[src/rtl/fault_test_pkg.sv]
// fault_test_pkg
//   Shared types and constants for the fault test sequencer.
//   - seq_state_e : sequencer FSM states
//   - vec_entry_t : one table entry, {vec[2:0] = {x1,x2,x3}, exp = golden z}
//   - DEF_VEC / DEF_EXP : power-on contents of the vector table
//   - def_entry() : reset value of table entry i (000/0 beyond the defaults)
package fault_test_pkg;

  typedef enum logic [1:0] {
    IDLE  = 2'd0,
    INIT  = 2'd1,
    APPLY = 2'd2,
    DONE  = 2'd3
  } seq_state_e;

  typedef struct packed {
    logic [2:0] vec;
    logic       exp;
  } vec_entry_t;

  localparam int ENTRY_W = 4;
  localparam int DEF_NUM = 5;

  // Entry 0 sits in the most significant bits of both constants.
  localparam logic [14:0] DEF_VEC = {3'b010, 3'b110, 3'b111, 3'b101, 3'b110};
  localparam logic [4:0]  DEF_EXP = 5'b01101;

  function automatic vec_entry_t def_entry(input int i);
    vec_entry_t e;
    e = '0;
    case (i)
      0: e = '{vec: DEF_VEC[14:12], exp: DEF_EXP[4]};
      1: e = '{vec: DEF_VEC[11:9],  exp: DEF_EXP[3]};
      2: e = '{vec: DEF_VEC[8:6],   exp: DEF_EXP[2]};
      3: e = '{vec: DEF_VEC[5:3],   exp: DEF_EXP[1]};
      4: e = '{vec: DEF_VEC[2:0],   exp: DEF_EXP[0]};
      default: e = '0;
    endcase
    return e;
  endfunction

endpackage

[src/rtl/vec_table.sv]
// vec_table
//   Register file of NUM_VEC test-vector entries with asynchronous reset to
//   the package defaults, one write port and one combinational read port.
//   Ports:
//     clk, rst_n      : clock, async active-low reset (restores defaults)
//     wr_en           : write strobe (caller gates it with busy)
//     wr_idx, wr_data : entry to write and its {vec,exp}; wr_idx >= NUM_VEC
//                       matches no entry, so the write is dropped
//     rd_idx, rd_data : combinational read
module vec_table
  import fault_test_pkg::*;
#(
  parameter int NUM_VEC = 5,
  parameter int IDX_W   = 3
) (
  input  logic               clk,
  input  logic               rst_n,
  input  logic               wr_en,
  input  logic [IDX_W-1:0]   wr_idx,
  input  logic [ENTRY_W-1:0] wr_data,
  input  logic [IDX_W-1:0]   rd_idx,
  output logic [ENTRY_W-1:0] rd_data
);

  vec_entry_t entries [NUM_VEC];

  always_ff @(posedge clk or negedge rst_n) begin
    if (!rst_n) begin
      for (int i = 0; i < NUM_VEC; i++) begin
        entries[i] <= def_entry(i);
      end
    end else if (wr_en) begin
      for (int i = 0; i < NUM_VEC; i++) begin
        if (wr_idx == IDX_W'(i)) begin
          entries[i] <= vec_entry_t'(wr_data);
        end
      end
    end
  end

  always_comb begin
    rd_data = '0;
    for (int i = 0; i < NUM_VEC; i++) begin
      if (rd_idx == IDX_W'(i)) begin
        rd_data = entries[i];
      end
    end
  end

endmodule

[src/rtl/fault_test_sequencer.sv]
// fault_test_sequencer
//   Applies a table of test vectors to a sequential circuit under test:
//   INIT_CYC homing clocks on vector 0, then each vector held HOLD_CYC clocks
//   with z compared against the golden bit at the end of every hold.
//   Ports:
//     clk, rst_n            : clock, async active-low reset
//     start                 : run request, honoured in IDLE only
//     load_en/idx/vec/exp   : table write, accepted while busy=0
//     x1, x2, x3            : registered CUT inputs (000 when not running)
//     z                     : CUT output
//     busy, done            : run in progress / one-cycle end-of-run pulse
//     pass, fail_cnt        : result of the last run
//     first_fail_idx/valid  : index of the first mismatching vector
//     state_dbg             : current FSM state (seq_state_e encoding)
//
//   Handshake: start and load_en are single-cycle strobes sampled on the
//   rising edge; start is consumed only in IDLE, load_en only while busy=0,
//   otherwise they are silently ignored. There is no back-pressure.
module fault_test_sequencer
  import fault_test_pkg::*;
#(
  parameter int NUM_VEC  = 5,
  parameter int HOLD_CYC = 2,
  parameter int INIT_CYC = 4,
  parameter int IDX_W    = 3
) (
  input  logic             clk,
  input  logic             rst_n,
  input  logic             start,
  input  logic             load_en,
  input  logic [IDX_W-1:0] load_idx,
  input  logic [2:0]       load_vec,
  input  logic             load_exp,
  output logic             x1,
  output logic             x2,
  output logic             x3,
  input  logic             z,
  output logic             busy,
  output logic             done,
  output logic             pass,
  output logic [IDX_W:0]   fail_cnt,
  output logic [IDX_W-1:0] first_fail_idx,
  output logic             first_fail_valid,
  output logic [1:0]       state_dbg
);

  localparam int INIT_W = (INIT_CYC > 1) ? $clog2(INIT_CYC) : 1;
  localparam int HOLD_W = (HOLD_CYC > 1) ? $clog2(HOLD_CYC) : 1;

  seq_state_e       state, state_n;
  logic [IDX_W-1:0] idx, idx_n;
  logic [HOLD_W-1:0] hold_cnt, hold_n;
  logic [INIT_W-1:0] init_cnt, init_n;
  logic [IDX_W:0]   fail_q, fail_n;
  logic [IDX_W-1:0] ffi_q, ffi_n;
  logic             ffv_q, ffv_n;
  logic             pass_q, pass_n;
  logic             drive_n;
  logic             tbl_we;
  vec_entry_t       cur_q, cur_n, rd_entry, fetch;

  assign busy   = (state == INIT) || (state == APPLY);
  assign done   = (state == DONE);
  assign tbl_we = load_en && !busy;

  vec_table #(.NUM_VEC(NUM_VEC), .IDX_W(IDX_W)) u_table (
    .clk     (clk),
    .rst_n   (rst_n),
    .wr_en   (tbl_we),
    .wr_idx  (load_idx),
    .wr_data ({load_vec, load_exp}),
    .rd_idx  (idx_n),
    .rd_data (rd_entry)
  );

  // cur_q holds the entry being applied. It is fetched one edge early
  // (indexed by idx_n) so x is a register output; a write landing on the
  // same edge as start is forwarded so the run uses the new entry.
  always_comb begin
    fetch = rd_entry;
    if (tbl_we && (load_idx == idx_n)) begin
      fetch = '{vec: load_vec, exp: load_exp};
    end
  end

  assign cur_n = drive_n ? fetch : '0;

  always_comb begin
    state_n = state;
    idx_n   = idx;
    hold_n  = hold_cnt;
    init_n  = init_cnt;
    fail_n  = fail_q;
    ffi_n   = ffi_q;
    ffv_n   = ffv_q;
    pass_n  = pass_q;
    drive_n = 1'b0;
    case (state)
      IDLE: begin
        if (start) begin
          idx_n   = '0;
          hold_n  = '0;
          init_n  = '0;
          fail_n  = '0;
          ffv_n   = 1'b0;
          pass_n  = 1'b0;
          drive_n = 1'b1;
          state_n = (INIT_CYC > 0) ? INIT : APPLY;
        end
      end
      INIT: begin
        drive_n = 1'b1;
        if (init_cnt == INIT_W'(INIT_CYC - 1)) begin
          state_n = APPLY;
          idx_n   = '0;
          hold_n  = '0;
        end else begin
          init_n = init_cnt + INIT_W'(1);
        end
      end
      APPLY: begin
        drive_n = 1'b1;
        if (hold_cnt == HOLD_W'(HOLD_CYC - 1)) begin
          if (z != cur_q.exp) begin
            fail_n = fail_q + (IDX_W+1)'(1);
            if (!ffv_q) begin
              ffi_n = idx;
              ffv_n = 1'b1;
            end
          end
          if (idx == IDX_W'(NUM_VEC - 1)) begin
            state_n = DONE;
            drive_n = 1'b0;
          end else begin
            idx_n  = idx + IDX_W'(1);
            hold_n = '0;
          end
        end else begin
          hold_n = hold_cnt + HOLD_W'(1);
        end
      end
      DONE: begin
        pass_n  = (fail_q == '0);
        state_n = IDLE;
      end
      default: state_n = IDLE;
    endcase
  end

  always_ff @(posedge clk or negedge rst_n) begin
    if (!rst_n) begin
      state    <= IDLE;
      idx      <= '0;
      hold_cnt <= '0;
      init_cnt <= '0;
      fail_q   <= '0;
      ffi_q    <= '0;
      ffv_q    <= 1'b0;
      pass_q   <= 1'b0;
      cur_q    <= '0;
    end else begin
      state    <= state_n;
      idx      <= idx_n;
      hold_cnt <= hold_n;
      init_cnt <= init_n;
      fail_q   <= fail_n;
      ffi_q    <= ffi_n;
      ffv_q    <= ffv_n;
      pass_q   <= pass_n;
      cur_q    <= cur_n;
    end
  end

  assign x1               = cur_q.vec[2];
  assign x2               = cur_q.vec[1];
  assign x3               = cur_q.vec[0];
  assign pass             = pass_q;
  assign fail_cnt         = fail_q;
  assign first_fail_idx   = ffi_q;
  assign first_fail_valid = ffv_q;
  assign state_dbg        = state;

endmodule
[config.mk]
export PLATFORM = sky130hd
export DESIGN_NAME = fault_test_sequencer
export DESIGN_NICKNAME = d
export VERILOG_FILES = /design/src/rtl/fault_test_pkg.sv /design/src/rtl/vec_table.sv /design/src/rtl/fault_test_sequencer.sv
export SDC_FILE = /design/constraint.sdc
export NUM_CORES = 1
export LEC_CHECK = 0
export BUFFER_PORTS_ARGS = -buffer_cell sky130_fd_sc_hd__buf_2
export CORE_ASPECT_RATIO = 0.7
export CORE_MARGIN = 2
export CORE_UTILIZATION = 32
export DETAILED_ROUTE_END_ITERATION = 10
export HOLD_SLACK_MARGIN = 0.1
export PLACE_DENSITY = 0.45
export SETUP_SLACK_MARGIN = 0.3
export SYNTH_ARGS = -nofsm -noshare
export SYNTH_HDL_FRONTEND = slang
export SYNTH_SLANG_ARGS = --single-unit
[constraint.sdc]
create_clock -name clk -period 6.67 [get_ports clk]
set_input_delay 0.667 -clock clk [delete_from_list [all_inputs] [get_ports clk]]
set_output_delay 0.667 -clock clk [all_outputs]
set_load 0.005 [all_outputs]
Word level (Yosys, flattened, before mapping)
Cells that the tools add are included.

Register bits after elaboration: 41. Output and inout bits: 16. Logic and storage cells: 106.

Add/subtract/negate cells: 4. Eq/ne operators: 21. Multiplexer cells: 37. Bitwise gates (word level): 1. Reduce and logical (&&, ||, !) cells: 23.

Operators by type and width (count): $mux 4 (10); $eq 3x2->1 const B (4); $mux 2 (6); $mux 3 (4); $reduce_and 2->1 (6); $reduce_and 4->1 (3); $eq 3x3->1 const B (3); $mux 1 (9); $pmux 3 s3 (1); $pmux 2 s4 (1); $pmux 4 s2 (1); $eq 2x2->1 const B (3); $eq 3x1->1 const B (2); $logic_not 3->1 (2); $ne 2x1->1 const B (3); $ne 2x2->1 const B (3); $pmux 1 s3 (2); $reduce_and 3->1 (2); $reduce_bool 2->1 (3); $add 4x1->4 const B (1); $logic_not 4->1 (1); $pmux 1 s2 (2); $pmux 2 s2 (1); $add 3x1->3 const B (1); 11 further kinds (12).

Depth between registers and ports, before layout
Gate-level depths: netlist of the first run.

Word-level depth: 12. Gate-level depth with buffers: 11.

Hierarchy
Synthesis of the first run repeated with hierarchy kept, for this count alone.

Cells, all modules: 195. Area, all modules: 2272.2 µm².

Modules (own cells, without submodules): fault_test_sequencer (times used 1, cells each 125, area each 1262.5 µm²); vec_table (times used 1, cells each 70, area each 1009.7 µm²).

Worst setup path before layout of the first run
Ideal clock, no wire load.

Path kind: register to register. From: reg state[0], in the netlist state_dbg[0]. To: reg cur_q, in the netlist x2. Arrival: 2.565 ns. Required time: 6.547 ns. Path slack: 3.982 ns. Stages on the path, launching flop included: 10. Cell sequence: dfrtp_1 inv_1 ha_1 nor2b_4 buf_6 or3_1 a21oi_2 mux2_4 or3_4 o221a_1.

RTL lines: start: declaration (line fault_test_sequencer.sv:50) `seq_state_e state, state_n;`; start signal: assignment (line fault_test_sequencer.sv:162) `state <= state_n;`; end signal: assignment (line fault_test_sequencer.sv:170) `cur_q <= cur_n;`; end: declaration (line fault_test_sequencer.sv:60) `vec_entry_t cur_q, cur_n, rd_entry, fetch;`.

==> results list, run 1 <==
- Max Freq: 0.348 GHz
- The number of antenna diodes in the final layout is 0.
* Final min period: between 2 and 3 ns
* Clock share of power: just under 20%
* Number of buffer cells added on primary ports: 27
- Sorting the synthesized cells by area gives the leading types as dfrtp_1, dfstp_2, mux2_2, ha_1, nor2_1.
- Total GRT Usage: about 14%
- Max-cap violations in this run came to 0.
* Area delta synth->final: 14.9%
- During synthesis, Yosys emitted a total of 0 warnings.
* Max-slew violation count: 0
- Number of design rule violations left after detail routing: 0
* Router iterations before antenna repair: 4
- The worst register-to-register path ends at x2$_DFF_PN0_.
- Row generation in the floorplan step produced 25 rows.
* Async S/R FF share, synth: between 90% and 100%
- Of the total power, the share spent switching nets is roughly a third.
- The root buffer cell chosen for the clock tree is clkbuf_8.
* Worst Hold Margin: 0.508 ns
- Via density per instance: 4.87
* Mapped Avg Cell Area: 11.5 um2
- The worst hold path belongs to the class register to register.
* WL/cell: 15.5 um
* CTS Sinks: between 40 and 50
* Layout cells sized above 1: about two fifths
* Number of buffer and inverter stages on the critical path: 1
- After clock tree synthesis, the clock-pin slew on the worst setup and hold paths is 0.08 ns.
- Crit Path Category: register to register
* Power density cells: 426 mW/mm2
- The first global-routing pass estimated 7.92 mm of wire.
- Area fraction in compound gates after synthesis: between 10% and 20%
- Share of power burned in combinational logic: 40.1%
* Number of CTS-inserted buffers: 5
- FF+latch count, synth: around 40
- Portion of synthesized cell area occupied by the leading cell type: 32.0%
* Flop2flop setup slack: approximately 3.8 ns
- In this run, distinct cell masters in the synthesized netlist total 51.
- Among cell families on the critical path, the largest total delay comes from simple AND/OR/NAND/NOR gates.
- In the finished design, the share of the clock period the worst path needs comes to between 40% and 50%.
* Post-synth top area cell: dfrtp_1
- Share of synthesized area occupied by flip-flops and latches: between 40% and 50%
- Internal power comes to between 700 and 800 uW.
- The first routing iteration left 110 violations.
* Startpoint of the worst hold path: u_table.entries[19]$_DFFE_PN0P_
- The total area inside the core boundary comes to about 0.0067 mm2.
* Count of filler cells inserted in the layout: 666
- Max stage delay cell, worst path: dfrtp_1
- Entering global routing, the biggest net connects between 40 and 50 pins.
* Peak per-stage delay on the critical path: ~0.42 ns
* CP Depth: 8
- The synthesized design contains 0 enable-type register cells.
- The floorplan step set the die height to between 70 and 80 um.
* Final GP Congestion: slightly above 0.8
* Die area: 0.00754 mm2
* Syn_nets: approximately 210
* Peak supply drop: about 0.00017 V
* Final wirelength: between 4 and 5 mm
- At the worst endpoint, the arrival time is a little over 3 ns.
- Detailed placer's ending HPWL: ~3.6 mm
- Xor and xnor area share after synthesis: 1.94%
- Of all nets on the critical path, the largest fanout is 9.
- Remaining Overflow, GRT: 0
- Clock skew on the completed layout was measured at around 0.01 ns.
- Number of antenna violations at the first check in global routing: 0
* CTS max path bufs: 2
- By count the netlist is led by dfrtp_1, mux2_2, dfstp_2, nor2_1, nand2_1.
* Area taken by flip-flops and latches: approximately 0.0010 mm2
- For the final routed database, the setup TNS stands at 0 ns.
- Hold Buf Count CTS: 0
- Cell chain of the critical path: inv_1, ha_1, nor2b_4, or3_1, a21oi_2, mux2_4, or3_4, o221a_1
* Most used standard cell by instance count after synthesis: dfrtp_1
- Final net count: between 200 and 250
* Launch point of the worst reg-to-reg path: state_dbg[0]$_DFFE_PN0P_
- In this run the remaining antenna-violating nets after routing total 0.
- Total number of vias: about 1.5k
- Starting density of the core: around 33%
- Required time worst endpoint: between 6 and 7 ns
* Number of H-tree levels: 2
- Number of global-route vias before repair: 1422
- Adder-Cell Fraction of Synth Area: 5.14%
* Setup repair after global routing missed its margin: no
- Most used DFF post-synth: dfrtp_1
* Num ports: 28
- Switching power of the nets: approximately 370 uW
- End of the worst hold path: u_table.entries[19]$_DFFE_PN0P_
- Counting every instance in the synthesized netlist gives 190.
* Run status: finished, final reports clean
- Post-CTS Resized: 0
- TritonCTS clock tree: built
- Dominant combinational cell family by area after synthesis: multiplexers
* Final setup fails: 0
- The clock reaches the later pin of the worst-skew pair after 0.29 ns.
- Mux share of post-synthesis cell area: about 15%
- The number of setup buffers added after CTS is 0.
* Tightest Pin Transition: 0.950 ns
- STA classifies the critical path endpoint as a register.
- Cell area after technology mapping: between 0.002 and 0.0025 mm2
- Multi-input combinational cell area: between 0.001 and 0.0015 mm2
- In this run the static leakage power is 0.00113 uW.
- Slew headroom: ~37%
- Cell count of the worst reg-to-reg path: 8
* Die W: about 100 um
- The number of hold violations in the final report was 0.
* Worst hold stages: 1
- Basic-gate share of the synthesized area counting and, or, nand and nor cells: approximately an eighth
* Sequential fraction of design power: around two fifths
- Startpoint kind of the worst setup timing path: register
## flip-flops by register name (all words and copies together) (netlist names)
register and flops:
x3 1, pass 1, init_cnt 2, hold_cnt 1, u_table.entries 20, fail_cnt 4, x2 1, first_fail_idx 3
state_dbg 2, first_fail_valid 1, cur_q 1, idx 3, x1 1
## worst max-delay path by stage
stage	slack, ns	from	end
finish	3.79	state_dbg[0]$_DFFE_PN0P_	x2$_DFF_PN0_
global route	3.69	state_dbg[0]$_DFFE_PN0P_	x2$_DFF_PN0_
CTS	3.81	state_dbg[0]$_DFFE_PN0P_	x2$_DFF_PN0_
detailed placement	3.81	state_dbg[0]$_DFFE_PN0P_	x2$_DFF_PN0_
global placement	3.81	state_dbg[0]$_DFFE_PN0P_	x2$_DFF_PN0_
floorplan	3.98	state_dbg[0]$_DFFE_PN0P_	x2$_DFF_PN0_
## per-stage QoR
stage               area, um2  cells  setup WS [ns]  util (%)  total power [uW]
floorplan                2190    190           3.98         -               747
global placement         2400    306           3.81      35.9               878
detailed placement       2400    306           3.81      35.9               868
CTS                      2520    314           3.81      37.6              1080
global route             2520    314           3.69      37.6              1160
finish                   2520    314           3.79      37.6              1070
## cell type report
| type | instances | area share (%) |
|---|---|---|
| Clock buffer | 7 | 3.43 |
| Inverter | 10 | 1.49 |
| Tap cell | 94 | 4.67 |
| Timing Repair Buffer | 27 | 5.37 |
| Multi-Input combinational cell | 134 | 42.5 |
| Sequential cell | 41 | 41.4 |
| Clock inverter | 1 | 1.19 |
## layout by cell type (no fill, tap or decap), types with 2 or more instances in the layout
cell type  instances
a21o_1             3
a21oi_1            5
a22o_1             4
a22oi_1            3
a31oi_1            4
a32oi_1            3
buf_2             27
clkbuf_8           6
dfrtp_1           28
dfstp_2           13
ha_1               9
inv_1              8
inv_2              2
mux2_2            26
mux2i_1            2
nand2_1           12
nand3_1            7
nor2_1            13
nor2b_1            2
nor3_1             2
o21ai_0            5
o41ai_1            4
or3_1              2
xor2_1             2
## cells by family (layout without fill, tap and decap cells)
| group | after synthesis | count (layout) |
|---|---|---|
| xor gates and xnor gates | 4 | 4 |
| adders and majority gates | 9 | 9 |
| DFF | 41 | 41 |
| buffers and inverters | 15 | 45 |
| and+or+nand+nor | 51 | 51 |
| AOI/OAI and AO/OA | 41 | 41 |
| muxes | 29 | 29 |
## routing by layer
metal / routed length, um / GRT usage (%) / share of wire (%) / up-vias
li1: - / - / - / 758
met1: 2860 / 24.2 / 59 / 732
met2: 1750 / 17.0 / 36 / 34
met3: 207 / 3.14 / 4.3 / 5
met4: 53 / 4.39 / 1.1 / 0
met5: 0 / 0 / 0 / -
## power by group through the flow
stage	Sequential, uW	Clock (uW)	Combinational [uW]
2_1_floorplan	418	0	329
3_3_place_gp	437	0	441
3_5_place_dp	437	0	431
4_1_cts	432	218	435
5_1_grt	448	229	482
6_report	433	210	430
No activity file was read; power rests on OpenSTA's default activity.
==> run 2, diff against run 1 <==
--- a/config.mk
+++ b/config.mk
@@ -5,13 +5,14 @@
 export SDC_FILE = /design/constraint.sdc
 export NUM_CORES = 1
 export LEC_CHECK = 0
+export ABC_AREA = 1
 export BUFFER_PORTS_ARGS = -buffer_cell sky130_fd_sc_hd__buf_2
 export CORE_ASPECT_RATIO = 0.7
 export CORE_MARGIN = 2
 export CORE_UTILIZATION = 32
 export DETAILED_ROUTE_END_ITERATION = 10
 export HOLD_SLACK_MARGIN = 0.1
-export PLACE_DENSITY = 0.45
+export PLACE_DENSITY = 0.47
 export SETUP_SLACK_MARGIN = 0.3
 export SYNTH_ARGS = -nofsm -noshare
 export SYNTH_HDL_FRONTEND = slang
==> constraint.sdc (replaced) <==
create_clock -name clk -period 2.4 [get_ports clk]
set_input_delay 0.24 -clock clk [delete_from_list [all_inputs] [get_ports clk]]
set_output_delay 0.24 -clock clk [all_outputs]
set_load 0.005 [all_outputs]
==> run 2 against run 1 <==
Power grew to 2.8 times the previous value. Combinational power grew to 3.0 times the previous value. Clock skew shrank 0.0039 ns. Register-to-register slack lost 3.3 ns. Routed wire length grew 8.5%. Largest power group is now combinational logic. Sequential power grew to 2.8 times the previous value. Via count grew 17%. Global-route usage grew 1.4 points. Die area shrank 0.76%. First-iteration DRC count shrank 11%.
==> results list, run 2 <==
- The largest stage delay on the critical path is 0.43 ns (was 0.42 ns).
- The vias after detailed routing was 1786 (was 1529).
* Most flop-heavy register: u_table.entries (unchanged)
- Tightest Pin Transition: 0.878 ns (was 0.950 ns)
- The global route total overflow was 0 (unchanged).
- Violation count after the first detailed-route iteration: 98 (was 110)
* Count of filler cells inserted in the layout: 713 (was 666)
- The most frequently used cell type in the post-synthesis netlist is nand2_1 (was dfrtp_1).
- Number of antenna violations at the first check in global routing: 0 (unchanged)
- The instance count of the mapped netlist came to 267 (was 190).
- Max_cap viols: 0 (unchanged)
* Area taken by flip-flops and latches: 0.00104 mm2 (unchanged)
- The path category of the worst min-delay check was input pin to register (was register to register).
- Run status: finished, final reports clean (unchanged)
* Portion of synthesized cell area occupied by the leading cell type: 32.2% (was 32.0%)
- Power density cells: 1150 mW/mm2 (was 426 mW/mm2)
* Max stage delay cell, worst path: dfrtp_1 (unchanged)
- Post-synth top area cell: dfrtp_1 (unchanged)
- The via count of the first global-routing pass was 1695 (was 1422).
- First-pass GRT wire length: 8.72 mm (was 7.92 mm)
* Clock edge transition at the registers on the reported setup and hold paths: 0.08 ns (about the same)
* Final net count: 326 (was 240)
- Area delta synth->final: 20.7% (was 14.9%)
- Hold Violations, Final: 0 (unchanged)
- Slew headroom: 41.5% (was 36.7%)
- The number of storage elements in the synthesis netlist is 41 (unchanged).
- The origin of the worst min-delay path is load_vec[0] (was u_table.entries[19]$_DFFE_PN0P_).
- The number of pins exceeding their max-slew limit in the final report was 0 (unchanged).
* Arrival time at the worst endpoint: 2.18 ns (was 3.06 ns)
- Launch point of the worst reg-to-reg path: state_dbg[1]$_DFFE_PN0P_ (was state_dbg[0]$_DFFE_PN0P_)
* Async S/R FF share, synth: 100% (unchanged)
- Crit Path Category: register to register (unchanged)
- The share of final-layout standard cells stronger than drive strength 1 was 27.8% (was 38.2%).
- The total area of multi-input combinational cells was 0.00106 mm2 (was 0.00107 mm2).
* TritonCTS clock tree: built (unchanged)
* Clock network latency to the later pin of the worst-skew pair: 0.30 ns (was 0.29 ns)
- The depth of the worst register-to-register path was 14 (was 8).
- Most common library cell in the layout ignoring fill and taps: nand2_1 (was dfrtp_1)
- Final wirelength: 5.28 mm (was 4.87 mm)
- The number of enable-type register cells in the synthesized netlist was 0 (unchanged).
* Cell at the root of the clock tree: clkbuf_8 (unchanged)
- Via density per instance: 4.47 (was 4.87)
- The aggregate global-route resource usage is 15.6% (was 14.2%).
- Pin count of the biggest net entering global routing: 40 (was 42)
- The number of flip-flops in the largest register was 20 (unchanged).
- The initial standard-cell utilization of the core was 32.6% (was 32.7%).
- The number of failing setup endpoints in the final timing report is 0 (unchanged).
- The final critical delay including setup and external delays was 1.95 ns (was 2.88 ns).
- The count of cells along the worst hold path is 3 (was 1).
- Setup repair after global routing missed its margin: no (unchanged).
- The worst setup path startpoint is state_dbg[1]$_DFFE_PN0P_ (was state_dbg[0]$_DFFE_PN0P_).
- Router iterations before antenna repair: 4 (unchanged)
* Portion of the clock cycle consumed by the worst path in the final layout: 81.1% (was 43.1%)
* Most used DFF post-synth: dfrtp_1 (unchanged)
- The largest clock skew in the final design came to 0.00617 ns (was 0.0100 ns).
- Mapped Avg Cell Area: 8.14 um2 (was 11.5 um2)
* Num ports: 28 (unchanged)
* Startpoint kind of the worst setup timing path: register (unchanged)
- Top cells by area in the synthesized netlist: dfrtp_1, dfstp_2, nand2_1, o21ai_0, inv_1 (was dfrtp_1, dfstp_2, mux2_2, ha_1, nor2_1).
- Peak supply drop: 0.000495 V (was 0.000165 V)
- The highest achievable clock rate is 0.514 GHz (was 0.348 GHz).
- The fraction of the yosys area taken by sequential cells came to 47.9% (was 47.5%).
- The leakage dissipation was 0.00130 uW (was 0.00113 uW).
* Required time worst endpoint: 2.63 ns (was 6.85 ns)
* Number of CTS-inserted buffers: 5 (unchanged)
- The number of antenna diodes is 0 (unchanged).
- The area inside the core boundary is 0.00666 mm2 (was 0.00669 mm2).
* Number of H-tree levels: 2 (unchanged)
* Die height: 73.0 um (was 73.3 um)
* Number of buffer cells added on primary ports: 27 (unchanged)
* Die W: 103 um (about the same)
- The cell area after synthesis came to 0.00217 mm2 (was 0.00219 mm2).
* TNS Setup: 0 ns (unchanged)
* Die area: 0.00748 mm2 (was 0.00754 mm2)
- WL/cell: 13.2 um (was 15.5 um)
- Detailed placer's ending HPWL: 4.00 mm (was 3.59 mm)
- The count of clock tree sinks is 41 (unchanged).
* Std cell rows: 25 (unchanged)
- Final GP Congestion: 0.876 (was 0.817)
* Commonest cells after routing, fill and taps aside: nand2_1, o21ai_0, inv_1, dfrtp_1, buf_2 (was dfrtp_1, buf_2, mux2_2, nor2_1, dfstp_2)
* Number of design rule violations left after detail routing: 0 (unchanged)
- The final cell utilization of the core came to 39.4% (was 37.6%).
- Count of yosys warnings during synthesis: 0 (unchanged)
- By instance count, the cell type seen most on the critical path is nand2_1.
* Maximum fanout count along the critical path: 8 (was 9)
- Cell chain of the critical path: inv_1, ha_2, nand2_2, nand3_2, nand2_2, nand2_4, buf_4, nor2_4, nand3_1, nand2_1, nor2_1, nand2_1, nand2_1, a21oi_2 (was inv_1, ha_1, nor2b_4, or3_1, a21oi_2, mux2_4, or3_4, o221a_1)
- The maximum number of buffers from clock root to sink was 2 (unchanged).
- The count of cell types in the netlist was 28 (was 51).
- Count of nets left with antenna violations after detail routing: 0 (unchanged)
- The kind of end point of the critical path is a register (unchanged).
- Most numerous cell types in the synthesized netlist: nand2_1, o21ai_0, inv_1 (was dfrtp_1, mux2_2, dfstp_2, nor2_1, nand2_1).
- The post-synth net total was 288 (was 211).
-- run 2: cell types whose count changed in the layout (fill, tap and decap cells not counted), moves of 5 or more --
cell / change
nand2_1: +55
nand3_1: +11
inv_1: +20
nor2_1: +8
nand4_1: +7
o21ai_0: +29
mux2_2: -26
nor2_2: +5
-- run 2: metal layers --
| layer | vias to the layer above | track usage (%) | routed length [um] |
|---|---|---|---|
| met5 | - | 0 | 0 |
| met4 | 0 | 4.44 | 51 |
| met3 | 5 | 3.26 | 201 |
| met2 | 30 | 19.2 | 1930 |
| met1 | 811 | 26.3 | 3100 |
| li1 | 940 | - | - |
-- run 2: path summary, 6_finish.rpt --
kind / endpoint / slack (ns)
worst max-delay path: x2$_DFF_PN0_ / 0.45
worst max register to register: x2$_DFF_PN0_ / 0.45
worst min-delay path: x3$_DFF_PN0_ / 0.24
min in group asynchronous: state_dbg[1]$_DFFE_PN0P_ / 0.60
worst min register to register: first_fail_idx[1]$_DFFE_PN0P_ / 0.48
max in group asynchronous: u_table.entries[9]$_DFFE_PN1P_ / 1.13
-- run 2: area by class of cell --
cell class / count / area share [%]
multi-input combinational: 191 / 40.4
inverter: 34 / 4.86
clock inverter: 1 / 0.191
sequential: 41 / 39.7
clock buffer: 7 / 3.67
timing repair buffer: 32 / 6.68
tap: 94 / 4.48
-- run 2: power by group --
group	switching, uW	internal (uW)
logic	803	496
registers	183	1030
clock network	253	260
total	1240	1790
-- run 2: worst max-delay path: cells and delay by family (launching register included) --
family,cells,cell delay (ns)
flip-flops,1,0.43
buffers and inverters,2,0.26
adder cells (fa/ha/maj),1,0.22
AND/OR/NAND/NOR,10,0.86
AO/OA/AOI/OAI,1,0.12
-- run 2: timing repair --
item / in CTS / in global routing
buffers inserted: 1 / 2
hold buffers: 1 / 0
resized for setup: 2 / 19
pin swaps: 0 / 1
gates cloned: 0 / 0
endpoints found under the setup margin: 3 / 15
hold endpoints to repair: 3 / 0
-- run 2: cell families after synthesis --
| family | synth area share [%] |
|---|---|
| AO/OA/AOI/OAI | 11.2 |
| XOR/XNOR | 1.21 |
| adder cells (fa/ha/maj) | 5.18 |
| buffers and inverters | 6.39 |
| flip-flops | 47.9 |
| AND/OR/NAND/NOR | 28.1 |
-- run 2: metrics by stage --
stage / hold slack [ns] / power [uW] / std cells / setup slack (ns) / area (um2)
floorplan: -0.0556 / 2030 / 267 / 0.621 / 2170
global placement: 0.442 / 2410 / 388 / 0.243 / 2420
detailed placement: 0.429 / 2410 / 388 / 0.260 / 2420
CTS: 0.243 / 2960 / 398 / 0.304 / 2540
global route: 0.259 / 3320 / 400 / 0.311 / 2620
finish: 0.244 / 3030 / 400 / 0.453 / 2620
==> run 3, diff against run 2 <==
--- a/config.mk
+++ b/config.mk
@@ -5,14 +5,14 @@
 export SDC_FILE = /design/constraint.sdc
 export NUM_CORES = 1
 export LEC_CHECK = 0
-export ABC_AREA = 1
+export ABC_AREA = 0
 export BUFFER_PORTS_ARGS = -buffer_cell sky130_fd_sc_hd__buf_2
 export CORE_ASPECT_RATIO = 0.7
 export CORE_MARGIN = 2
 export CORE_UTILIZATION = 32
 export DETAILED_ROUTE_END_ITERATION = 10
 export HOLD_SLACK_MARGIN = 0.1
-export PLACE_DENSITY = 0.47
+export PLACE_DENSITY = 0.45
 export SETUP_SLACK_MARGIN = 0.3
 export SYNTH_ARGS = -nofsm -noshare
 export SYNTH_HDL_FRONTEND = slang
==> constraint.sdc (replaced) <==
create_clock -name clk -period 1.8 [get_ports clk]
set_input_delay 0.18 -clock clk [delete_from_list [all_inputs] [get_ports clk]]
set_output_delay 0.18 -clock clk [all_outputs]
set_load 0.005 [all_outputs]
==> run 3 against run 2 <==
The flow now finishes with violations (setup timing). Clock power grew 51%. Critical path type unchanged. Sequential power grew 32%. Critical path depth shrank 7. Routed wire length grew 5.5%. Utilization grew 9.2 points. Hold slack lost 0.028 ns. Worst setup slack lost 1.1 ns. Clock skew shrank 0.0011 ns. Power grew 67%. Critical endpoint unchanged. Flip-flop and latch count is the same. Maximum frequency shrank 19%. Non-clock buffer count grew 49.
==> results list, run 3 (synthesis results as in run 1) <==
* Total number of vias: 1743 (was 1786)
- Run status: complete, but fails checks (was finished, final reports clean).
- Post-route met1 wirelength: 3.06 mm (was 3.10 mm)
- Switching power of the nets: 1730 uW (was 1240 uW)
* Remaining Overflow, GRT: 0 (unchanged)
- Count of filler cells inserted in the layout: 657 (was 713)
- The global placement routability congestion came to 0.821 (was 0.876).
- The final reports fail on setup timing.
- Worst Hold Margin: 0.216 ns (was 0.244 ns)
* Std cell rows: 25 (unchanged)
- Most common library cell in the layout ignoring fill and taps: buf_4 (was nand2_1)
- Detailed placer's ending HPWL: 4.18 mm (was 4.00 mm)
- The post-detailed-routing wire length came to 5.57 mm (was 5.28 mm).
- CTS max path bufs: 2 (unchanged)
- Commonest cells after routing, fill and taps aside: buf_4, dfrtp_1, buf_2, mux2_2, dfstp_2 (was nand2_1, o21ai_0, inv_1, dfrtp_1, buf_2)
- The minimum setup slack among reg-to-reg paths came to -0.61 ns (was 0.45 ns).
- Peak supply drop: 0.000445 V (was 0.000495 V)
- Max_cap viols: 0 (unchanged)
- The routed length on met3 is 141 um (was 201 um).
- Total GRT Usage: 16.0% (was 15.6%)
- Final net count: 294 (was 326)
- Number of H-tree levels: 2 (unchanged)
* TritonCTS clock tree: built (unchanged)
- The endpoint required time on the critical path was 1.98 ns (was 2.63 ns).
- The largest clock skew in the final design is 0.00511 ns (was 0.00617 ns).
- Number of buffer cells added on primary ports: 27 (unchanged)
- The final cell count without fillers was 368 (was 400).
- The root buffer cell was clkbuf_8 (unchanged).
- Lkg Pwr: 0.00148 uW (was 0.00130 uW)
- The die footprint is 0.00754 mm2 (was 0.00748 mm2).
- Setup repair after global routing missed its margin: yes (was no).
- Internal power: 3310 uW (was 1790 uW)
- The category of the critical setup timing path was register to register (unchanged).
* Starting density of the core: 32.7% (was 32.6%)
- Type of destination of the critical path: register (unchanged)
- The highest achievable clock rate came to 0.414 GHz (was 0.514 GHz).
- Layout cells sized above 1: 62.8% (was 27.8%)
- Die height: 73.3 um (was 73.0 um)
- The placed instance count is 350 (was 388).
- Count of nets left with antenna violations after detail routing: 0 (unchanged)
- The switching part of the total power came to 34.3% (was 40.9%).
* Number of antenna violations at the first check in global routing: 0 (unchanged)
- Max reg flops: 20 (unchanged)
* WL/cell: 15.1 um (was 13.2 um)
* Die W: 103 um (about the same)
- Tightest Pin Transition: 0.486 ns (was 0.878 ns)
* Final setup slack of the worst path: -0.614 ns (was 0.453 ns)
- The critical-path maximum fanout was 6 (was 8).
* CTS Sinks: 41 (unchanged)
- The part of the total power dissipated in combinational logic came to 52.7% (was 42.9%).
- The final worst-path cycle share was 134% (was 81.1%).
- Via density per instance: 4.74 (was 4.47)
- Clock edge transition at the registers on the reported setup and hold paths: 0.08 ns (about the same)
* Final setup fails: 18 (was 0)
- Path category of the worst min-delay check: input pin to register (unchanged)
- Startpoint kind of the worst setup timing path: register (unchanged)
- Std-Cell Core Area: 0.00669 mm2 (was 0.00666 mm2)
- Most flop-heavy register: u_table.entries (unchanged)
- Num ports: 28 (unchanged)
- The via count of the first global-routing pass is 1785 (was 1695).
- The clock insertion delay at the later pin of the skew report is 0.29 ns (was 0.30 ns).
- Area delta synth->final: 48.3% (was 20.7%)
* N_diodes: 0 (unchanged)
- First-pass GRT wire length: 9.17 mm (was 8.72 mm)
* Power density cells: 1550 mW/mm2 (was 1150 mW/mm2)
* Clock share of power: 15.4% (was 17.0%)
* Slew headroom: 67.6% (was 41.5%)
* Hold Violations, Final: 0 (unchanged)
* Router iterations before antenna repair: 4 (unchanged)
- The number of pins exceeding their max-slew limit in the final report came to 0 (unchanged).
- Top routing layer used: met4 (unchanged)
- Number of design rule violations left after detail routing: 0 (unchanged)
- The number of DRC markers after the initial detailed-route iteration is 42 (was 98).
* Pin count of the biggest net entering global routing: 24 (was 40)
- The endpoint arrival time on the critical path is 2.60 ns (was 2.18 ns).
- The detailed route wirelength on metal2 was 2.35 mm (was 1.93 mm).
- The worst slack after detailed placement came to -0.675 ns (was 0.260 ns).
- Number of CTS-inserted buffers: 5 (unchanged)
* Final min period: 2.41 ns (was 1.95 ns)
- The post-route setup TNS is -3.38 ns (was 0 ns).
- The part of the power in registers is 31.8% (was 40.1%).
## run 3: cell types whose count changed in the layout (fill, tap and decap cells not counted), sizes merged, moves of 5 or more
cell | before | now
nand2 | 74 | 13
buf | 31 | 80
o21ai | 37 | 5
mux2 | 0 | 27
inv | 34 | 10
nand3 | 23 | 7
nor2 | 27 | 13
nand4 | 7 | 0
o41ai | 0 | 5
## run 3: through the flow
| step | utilization, % | total power, uW | cell area, um2 |
|---|---|---|---|
| after floorplan | - | 2860 | 2240 |
| after global placement | 41.7 | 3670 | 2790 |
| after detailed placement | 41.7 | 3680 | 2790 |
| after CTS | 46.9 | 4840 | 3140 |
| after global routing | 48.6 | 5400 | 3250 |
| final | 48.6 | 5040 | 3250 |
## run 3: area by class of cell
type / count / area, um2 / share of cell area, %
clock buffer: 7 / 86.3 / 2.65
sequential: 41 / 1040 / 32.1
multi-input combinational: 134 / 1340 / 41.3
timing repair buffer: 81 / 593 / 18.2
tap: 94 / 118 / 3.62
inverter: 10 / 37.5 / 1.15
clock inverter: 1 / 30.0 / 0.923
## run 3: final timing paths
check / startpoint / endpoint / cells past startpoint
max in group asynchronous: rst_n / u_table.entries[12]$_DFFE_PN1P_ / 3
max reg2reg: state_dbg[0]$_DFFE_PN0P_ / x2$_DFF_PN0_ / 7
max: state_dbg[0]$_DFFE_PN0P_ / x2$_DFF_PN0_ / 7
min: load_vec[1] / u_table.entries[2]$_DFFE_PN1P_ / 2
min in group asynchronous: rst_n / init_cnt[1]$_DFFE_PN0P_ / 2
min reg2reg: u_table.entries[17]$_DFFE_PN0P_ / u_table.entries[17]$_DFFE_PN0P_ / 1
## run 3: worst max-delay path: stages (launching register included)
cell,delay [ns]
dfrtp_2,0.46
ha_1,0.29
or3b_1,0.39
mux2i_2,0.22
a21oi_4,0.06
mux2_4,0.30
or3_4,0.35
o221a_1,0.24
## run 3: timing repair
item	CTS	global route
setup buffers	7	2
resized for setup	37	18
pin swaps	13	7
endpoints found under the hold margin	8	0
hold buffers	1	0
endpoints found under the setup margin	42	43
## run 3: routing by layer
layer	GRT usage, %	vias to the layer above
li1	-	866
met1	25.6	859
met2	22.2	16
met3	3.24	2
met4	3.07	0
met5	0	-
## run 3: power by group through the flow
stage | Clock, uW | Sequential [uW] | Combinational, uW
global placement | 0 | 1620 | 2060
global route | 846 | 1650 | 2900
detailed placement | 0 | 1590 | 2090
CTS | 810 | 1590 | 2440
floorplan | 0 | 1550 | 1310
finish | 778 | 1610 | 2660
